--- src/rtl/alu_share_arbiter.sv ---
// alu_share_arbiter: round-robin share of one combinational ALU between two requesters,
// with a one-entry registered result stage tagged by source and transaction tag
module alu_share_arbiter #(
  parameter int TAG_W   = 4,
  parameter bit RST_PTR = 1'b1
) (
  input  logic             clk,
  input  logic             rst,
  input  logic             r0_valid,
  output logic             r0_ready,
  input  logic [31:0]      r0_op1,
  input  logic [31:0]      r0_op2,
  input  logic [31:0]      r0_imm,
  input  logic [6:0]       r0_opcode,
  input  logic [2:0]       r0_func3,
  input  logic [6:0]       r0_func7,
  input  logic [TAG_W-1:0] r0_tag,
  input  logic             r1_valid,
  output logic             r1_ready,
  input  logic [31:0]      r1_op1,
  input  logic [31:0]      r1_op2,
  input  logic [31:0]      r1_imm,
  input  logic [6:0]       r1_opcode,
  input  logic [2:0]       r1_func3,
  input  logic [6:0]       r1_func7,
  input  logic [TAG_W-1:0] r1_tag,
  output logic [31:0]      alu_op1,
  output logic [31:0]      alu_op2,
  output logic [31:0]      alu_imm,
  output logic [6:0]       alu_opcode,
  output logic [2:0]       alu_func3,
  output logic [6:0]       alu_func7,
  input  logic [31:0]      alu_result,
  input  logic             alu_carry,
  input  logic             alu_zero,
  input  logic             alu_neg,
  input  logic             alu_ovf,
  output logic             out_valid,
  input  logic             out_ready,
  output logic [31:0]      out_result,
  output logic [3:0]       out_flags,
  output logic             out_src,
  output logic [TAG_W-1:0] out_tag
);
  logic last_q, slot_free, g0, g1;
  assign slot_free = !out_valid | out_ready;
  // under contention the requester that did not win last time is granted
  assign g0 = r0_valid & (!r1_valid | last_q);
  assign g1 = r1_valid & (!r0_valid | !last_q);
  assign r0_ready = g0 & slot_free & !rst;
  assign r1_ready = g1 & slot_free & !rst;
  assign alu_op1    = g0 ? r0_op1    : g1 ? r1_op1    : '0;
  assign alu_op2    = g0 ? r0_op2    : g1 ? r1_op2    : '0;
  assign alu_imm    = g0 ? r0_imm    : g1 ? r1_imm    : '0;
  assign alu_opcode = g0 ? r0_opcode : g1 ? r1_opcode : '0;
  assign alu_func3  = g0 ? r0_func3  : g1 ? r1_func3  : '0;
  assign alu_func7  = g0 ? r0_func7  : g1 ? r1_func7  : '0;
  always_ff @(posedge clk) begin
    if (rst) begin
      out_valid  <= 1'b0;
      out_result <= '0;
      out_flags  <= '0;
      out_src    <= 1'b0;
      out_tag    <= '0;
      last_q     <= RST_PTR;
    end else if (r0_ready | r1_ready) begin
      out_valid  <= 1'b1;
      out_result <= alu_result;
      out_flags  <= {alu_carry, alu_zero, alu_neg, alu_ovf};
      out_src    <= r1_ready;
      out_tag    <= r1_ready ? r1_tag : r0_tag;
      last_q     <= r1_ready;
    end else if (out_ready) begin
      out_valid  <= 1'b0;
    end
  end
endmodule

--- config.mk ---
export PLATFORM = sky130hd
export DESIGN_NAME = alu_share_arbiter
export DESIGN_NICKNAME = d
export VERILOG_FILES = /design/src/rtl/alu_share_arbiter.sv
export SDC_FILE = /design/constraint.sdc
export NUM_CORES = 1
export LEC_CHECK = 0
export ABC_AREA = 1
export BUFFER_PORTS_ARGS = -buffer_cell sky130_fd_sc_hd__buf_4
export CAP_MARGIN = 0
export CORE_AREA = 5 5 164 166
export DETAILED_ROUTE_END_ITERATION = 8
export DIE_AREA = 0 0 169 171
export PLACE_DENSITY = 0.47
export RECOVER_POWER = 25
export SETUP_SLACK_MARGIN = 0.15
export SLEW_MARGIN = 5
export SYNTH_ARGS = -nofsm -noshare
export SYNTH_HDL_FRONTEND = slang
export SYNTH_SLANG_ARGS = --single-unit
--- constraint.sdc ---
create_clock -name clk -period 2.85 [get_ports clk]
set_input_delay 0.285 -clock clk [delete_from_list [all_inputs] [get_ports clk]]
set_output_delay 0.285 -clock clk [all_outputs]
set_load 0.1 [all_outputs]
---- Word level (Yosys, flattened, before mapping) ----
Cells that the tools add are included.
word-level totals
  register bits after elaboration ......... 43
  word-level logic and storage cells ...... 37
operators by class
  mux-type cells .......................... 15
  bitwise operators ....................... 10
  reductions and logical operators ........ 6
operators by type and width
  cell                count
  two-way mux 32 bit  6
  two-way mux 7 bit   4
  bitwise AND 1 bit   6
  two-way mux 3 bit   2
  logical NOT 1 bit   5
  two-way mux 4 bit   1
  OR 1 bit            4
  two-way mux 1 bit   2
  nonzero test 2 bit  1

---- Depth between registers and ports, before layout ----
Gate-level depths: netlist of run 1.
  word-level depth ........................ 7
  mapped depth ............................ 8

---- Worst setup path after synthesis of run 1 ----
No wires, ideal clock.
  path type ............................... register -> register
  start ................................... register out_valid
  end ..................................... register out_tag[0]
  library setup time ...................... 111 ps
  data arrival time ....................... 2,301 ps
  required time ........................... 2,739 ps
  slack ................................... 438 ps
  cell stages (with the launch flop) ...... 8
  period minus slack after synthesis ...... 2,412 ps
  cell sequence ........................... dfxtp_1 -> nand2_1 -> nand2_2 -> nor2_2 -> nor2_4 -> buf_4 -> nor2_1 -> nor2_1
on the way
  longest elaborated chain between the ends .. 5
  elaborated cells between the ends (all ways) .. 8
  those cells by class .................... mux: 1; bitwise: 6; reduce/logical: 1
RTL lines
  element                         line  text
  from (decl)                     38    output logic out_valid,
  from (signal assigned)          60    out_valid <= 1'b0;
  from (signal assigned)          67    out_valid <= 1'b1;
  from (signal assigned)          74    out_valid <= 1'b0;
  logical NOT 1 bit               46    assign slot_free = !out_valid | out_ready;
  OR 1 bit                        46
  bitwise AND 1 bit (2 in a row)  50    assign r0_ready = g0 & slot_free & !rst;
  net r0_ready                    10    output logic r0_ready,
  OR 1 bit                        66    end else if (r0_ready | r1_ready) begin
  to (signal assigned)            71    out_tag <= r1_ready ? r1_tag : r0_tag;
  to (decl)                       43    output logic [TAG_W-1:0] out_tag
The timed path passes the listed nets, and every way through them passes these cells.
A chain may end at the register's enable or synchronous reset.

---- Worst setup path in the final report of run 1 ----
  start ................................... register out_valid
  end ..................................... output r0_ready
on the way
  longest elaborated chain between the ends .. 4
RTL lines
  element                         line
  logical NOT 1 bit               46
  OR 1 bit                        46
  bitwise AND 1 bit (2 in a row)  50
  to (decl)                       10
No other way between the ends.

==> results.md, run 1 <==
- Detailed Route Iter0 Violations: 287
- Wire per inst: 19.9 um
- Antenna viol nets, final: 0
- Core area: 25500 um2
- Clock sinks: 43
- Area growth, synth to finish: 118%
- Largest area contributor in the netlist: a22o_1
- Clock Tree Root: clkbuf_16
- Largest net degree at the start of global routing: 119
- Final Hold Fails: 0
- Post-synthesis sequential area ratio: 28.7%
- Largest family of logic cells by synthesized area: compound AO/OA/AOI/OAI gates
- CTS Buf Count: 5
- Syn Nets: 672
- CTS clock-pin slew for the worst setup and hold paths: 60 ps
- Worst-margin pin slew: 1330 ps
- Peak VDD IR: 0.263 mV
- Netlist cell types: 23
- Register bit total from synthesis: 43
- Number of enable flip-flop cells after synthesis: 0
- Filler Cell Count: 2892
- Post-synthesis xor/xnor area fraction: 0%
- DIE HEIGHT: 171 um
- GRT Residual Overflow: 0
- Initial cell density of the core: 11.8%
- Synth area leaders: a22o_1, dfxtp_1, nor2_1, nand3b_1, nand2_1
- Chip width: 169 um
- Data required, critical path: 2570 ps
- Post-synthesis mux area share: 0%
- Share of cells above drive strength 1: 51.1%
- Unrepaired setup endpoints after global routing: no
- DRT Pass-1 Iters: 6
- Leakage: 3.43 nW
- Vias in the first global route: 4630
- Synth Area in Simple Gates: 28.0%
- H-tree levels: 2
- GRT Total Usage: 14.2%
- Critical path arrival: 2020 ps
- Worst Path Max Fanout: 6
- Kind of end point of the critical path: output pin
- Clock skew: 8.11 ps
- Syn Area/Cell: 7.56 um2
- Synth top area share: 33.0%
- HPWL Detailed: 18700 um
- Power per Cell Area: 587 nW/um2
- Slew Viols, Final: 0
- Final WL: 22700 um
- Initial antenna violation count: 2
- Ports: 432
- Top-count cell post-synth: a22o_1
- Worst setup SP type: flop
- Die area: 28900 um2
- Final setup TNS: 0 ps
- Global-route wire length before repair: 31100 um
- Top cells by count, synth: a22o_1, nor2_1, nand2_1, dfxtp_1, nand3b_1
- DR vias: 4648
- Nets@finish: 1077
- Worst slew margin: 11.1%
- Max Buffers Root-to-Sink: 2
- Min Tclk post-route: 2300 ps
- # rows: 59
- Syn Inst Count: 397
- Power consumption: 3.84 mW
- Final setup violation count: 0
- I/O Buffers: 431
- Synth Cell Area: 3000 um2
- Max-cap violation count: 0
- Synth Area in Adders: 0%
- DRC Markers: 0
- Crit path kind: flop to output pin
- Resized Gates After CTS: 0
- CTS tree: done
- Yosys warning count: 0
- Clk_lat worst skew: 290 ps
- Post-synthesis compound-gate area fraction: 35.2%
- Routability congestion estimate from global placement: 0.865
- Hold/Removal Path Class: input port to flop
- Fin crit share: 80.8%
- Fmax: 434 MHz
- Synth async-reset ratio: 0%
- Main flop type after synthesis: dfxtp_1
- Hold buffers post-CTS: 0
- Vias per std cell: 4.08
- # Post-CTS Setup Buffers: 0
- Status: completed
## kinds of logic after synthesis
| kind of cell | after synthesis |
|---|---|
| and+or+nand+nor | 180 |
| DFF | 43 |
| AOI/OAI and AO/OA | 122 |
| buffers and inverters | 52 |
## state kept, by name, indices dropped and copies added (netlist names)
register / cells
last_q: 1
out_tag: 4
out_flags: 4
out_src: 1
out_valid: 1
out_result: 32
## cell type report
type	instances	area (um2)	area share [%]
timing repair buffer	438	3160	48.2
multi-input combinational	302	1900	28.9
sequential	43	861	13.1
tap	335	419	6.40
clock buffer	5	125	1.91
inverter	12	47.5	0.726
clock inverter	2	37.5	0.573
antenna	2	5.00	0.0764
## worst max-delay path: stages (launching register included)
cell      delay [ps]
dfxtp_1          330
nand2_1          100
nand2_2          120
nor2_2           260
clkbuf_1         920
## final timing paths
kind                          start                           to  slack, ps  depth (start not counted)
max reg2reg     last_q$_SDFFE_PP1P_  out_result[20]$_SDFFE_PP0P_        600                          9
min reg2reg    out_src$_SDFFE_PP0P_         out_src$_SDFFE_PP0P_        490                          2
max          out_valid$_SDFFE_PP0P_                     r0_ready        550                          4
min                             rst       out_valid$_SDFFE_PP0P_        190                          2
## metal layers
layer / GRT usage [%] / part of all wire [%]
met1: 16.9 / 38
met2: 24.6 / 51
met3: 5.43 / 9.5
met4: 3.08 / 1.2
met5: 0 / 0
## report_power, final
group | internal, mW | switching [mW] | leakage (nW)
combinational | 0.621 | 1.89 | 3.00
clock | 0.409 | 0.241 | 0.0759
sequential | 0.660 | 0.0257 | 0.356
total | 1.69 | 2.15 | 3.43
## per-stage QoR
stage	setup WS, ps	instances	util (%)	hold WS, ps	instance area, um2
2_1_floorplan	438	397	-	354	3000
3_3_place_gp	839	1130	25.8	472	6560
3_5_place_dp	828	1130	25.8	475	6560
6_report	547	1139	25.7	191	6550
5_1_grt	342	1139	25.7	185	6550
4_1_cts	610	1137	26.4	177	6720
## placed cells by master, fill, tap and decap left out
master	count
o21ai_0	1
nor2_1	81
nand2_2	2
a22o_1	113
a21boi_4	1
a21oi_1	1
inv_1	9
inv_2	2
o211ai_1	1
buf_12	3
clkinvlp_4	1
nand2_1	51
nor2_2	2
inv_4	1
o21bai_1	4
clkbuf_2	1
a21oi_2	1
clkbuf_16	5
dfxtp_1	43
buf_4	390
nand3b_1	36
bufinv_16	1
clkbuf_1	44
diode_2	2
nand3_1	8
Power figures use the tool's default switching activity.
==> run 2: changes to the inputs <==
- clock period: 2.85 -> 2.35 ns (I/O delays scaled with it)
==> run 2 against run 1 <==
Net effect:
- final area up 1.4%
- global-route usage increased by 0.36 points
- sequential power up 21%
- combinational power grew 22%
- critical path type unchanged
- critical endpoint is now alu_op1[9]
- largest cell class unchanged
==> results.md, run 2 (synthesis gave the netlist of run 1 again) <==
- Share of cells above drive strength 1: 51.4% (+0.31 points)
- Leakage: 3.48 nW (+1.5%)
- Commonest non-fill, non-tap cell in the layout: buf_4
- DIE HEIGHT: 171 um (unchanged)
- Global-route wire length before repair: 31800 um (+2.4%)
- CP delay by family, top: buffers and inverters
- Placed cell count: 1132 (+0.18%)
- Worst hold path depth: 2 (unchanged)
- Initial antenna violation count: 1 (-1)
- Wire per inst: 20.3 um (+1.9%)
- Vias in the first global route: 4781 (+3.3%)
- Data required, critical path: 2120 ps (-450 ps)
- GRT Total Usage: 14.6% (+0.36 points)
- Clock Tree Root: clkbuf_16
- Unrepaired setup endpoints after global routing: no
- HPWL Detailed: 19200 um (+2.7%)
- Hold/Removal Path Class: input port to flop
- Status: completed
- Critical Path, Cell by Cell: nand2_1, nand2_2, inv_6, buf_12, a22o_1, buf_6
- Finished Core Util: 26.1% (+0.37 points)
- Non-filler instance count after layout: 1141 (+0.18%)
- # rows: 59 (unchanged)
- DR vias: 4648 (unchanged)
- DRC Markers: 0 (unchanged)
- I/O Buffers: 431 (unchanged)
- Crit path kind: flop to output pin
- DRT Pass-1 Iters: 6 (unchanged)
- Vias per std cell: 4.07 (-0.18%)
- Final Hold Fails: 0 (unchanged)
- Most frequent cells in the layout: buf_4, a22o_1, nor2_1, nand2_1, dfxtp_1
- Core area: 25500 um2 (unchanged)
- Worst setup SP type: flop
- Min Tclk post-route: 2080 ps
- H-tree levels: 2 (unchanged)
- Chip width: 169 um (unchanged)
- Area growth, synth to finish: 121%
- Largest net degree at the start of global routing: 64 (-46%)
- # Post-CTS Setup Buffers: 0 (unchanged)
- Cell count along the critical path: 6 (+2)
- CP max stage cell: dfxtp_1
- Clock sinks: 43 (unchanged)
- Worst-case reg-to-reg path depth: 7 (-2)
- CTS clock-pin slew for the worst setup and hold paths: 70 ps (about the same)
- CTS tree: done
- GRT Residual Overflow: 0 (unchanged)
- Biggest regs: out_result: 32 flops, out_flags: 4 flops, out_tag: 4 flops
- Initial cell density of the core: 11.8% (unchanged)
- Worst path bufs/invs: 3 (+2)
- Routability congestion estimate from global placement: 0.852 (-1.5%)
- Max-cap violation count: 0 (unchanged)
- Slew Viols, Final: 0 (unchanged)
- Final setup violation count: 0 (unchanged)
- CTS Buf Count: 5 (unchanged)
- Die area: 28900 um2 (unchanged)
- Clk_lat worst skew: 290 ps (about the same)
- Worst Path Max Fanout: 44 (+38)
- Ports: 432 (unchanged)
- Number of flip-flops in the largest register: 32 (unchanged)
- Fin crit share: 88.7%
- Max Buffers Root-to-Sink: 2 (unchanged)
- Slowest stage delay, CP: 320 ps (-600 ps)
- Kind of end point of the critical path: output pin
- Final setup TNS: 0 ps (unchanged)
- Antenna viol nets, final: 0 (unchanged)
- Worst slew margin: 15.6% (+4.5 points)
- Filler Cell Count: 2865 (-0.93%)
- Top reg by flops: out_result
- Nets@finish: 1079 (+0.19%)
- Fmax: 480 MHz
- Peak VDD IR: 0.379 mV (+44%)
- Detailed Route Iter0 Violations: 282 (-1.7%)
- Final WL: 23200 um (+2.1%)
- Critical path arrival: 1850 ps (-170 ps)
- Clock skew: 7.13 ps (-0.981 ps)
- Worst-margin pin slew: 1270 ps (-57.2 ps)
- Power per Cell Area: 713 nW/um2 (+22%)
run 2: final timing paths:
kind / start / to / slack [ps]
setup / recovery: last_q$_SDFFE_PP1P_ / alu_op1[9] / 270
hold / removal: rst / out_valid$_SDFFE_PP0P_ / 130
setup reg to reg: out_valid$_SDFFE_PP0P_ / out_result[16]$_SDFFE_PP0P_ / 370
hold reg to reg: out_src$_SDFFE_PP0P_ / out_src$_SDFFE_PP0P_ / 500
run 2: layer usage:
| layer | GRT usage (%) | wire, um |
|---|---|---|
| met5 | 0 | 0 |
| met4 | 3.54 | 484 |
| met3 | 6.40 | 2360 |
| met2 | 24.7 | 11400 |
| met1 | 17.1 | 8980 |
run 2: metrics by stage:
stage	power [mW]	setup WS [ps]	hold slack, ps	instance area [um2]
6_report	4.74	266	135	6640
5_1_grt	4.92	157	138	6640
4_1_cts	4.86	166	121	6820
3_5_place_dp	3.99	398	430	6630
3_3_place_gp	4.00	364	425	6630
2_1_floorplan	3.09	265	304	3010
run 2: final cells by class:
type	instances	area (um2)	share of cell area, %
Antenna cell	1	2.50	0.0377
Clock buffer	6	139	2.09
Clock inverter	2	35.0	0.527
Inverter	12	50.0	0.753
Multi-Input combinational cell	302	1900	28.6
Sequential cell	43	861	13.0
Tap cell	335	419	6.31
Timing Repair Buffer	440	3240	48.7
run 2: repair_timing:
action	CTS	global route
hold buffers	0	0
pin swaps	0	0
setup endpoints to repair	2	4
resized for setup	2	1
run 2: power by group:
group	switching (mW)	internal, mW
registers	0.0319	0.800
logic	2.30	0.771
clock network	0.307	0.529
total	2.64	2.10
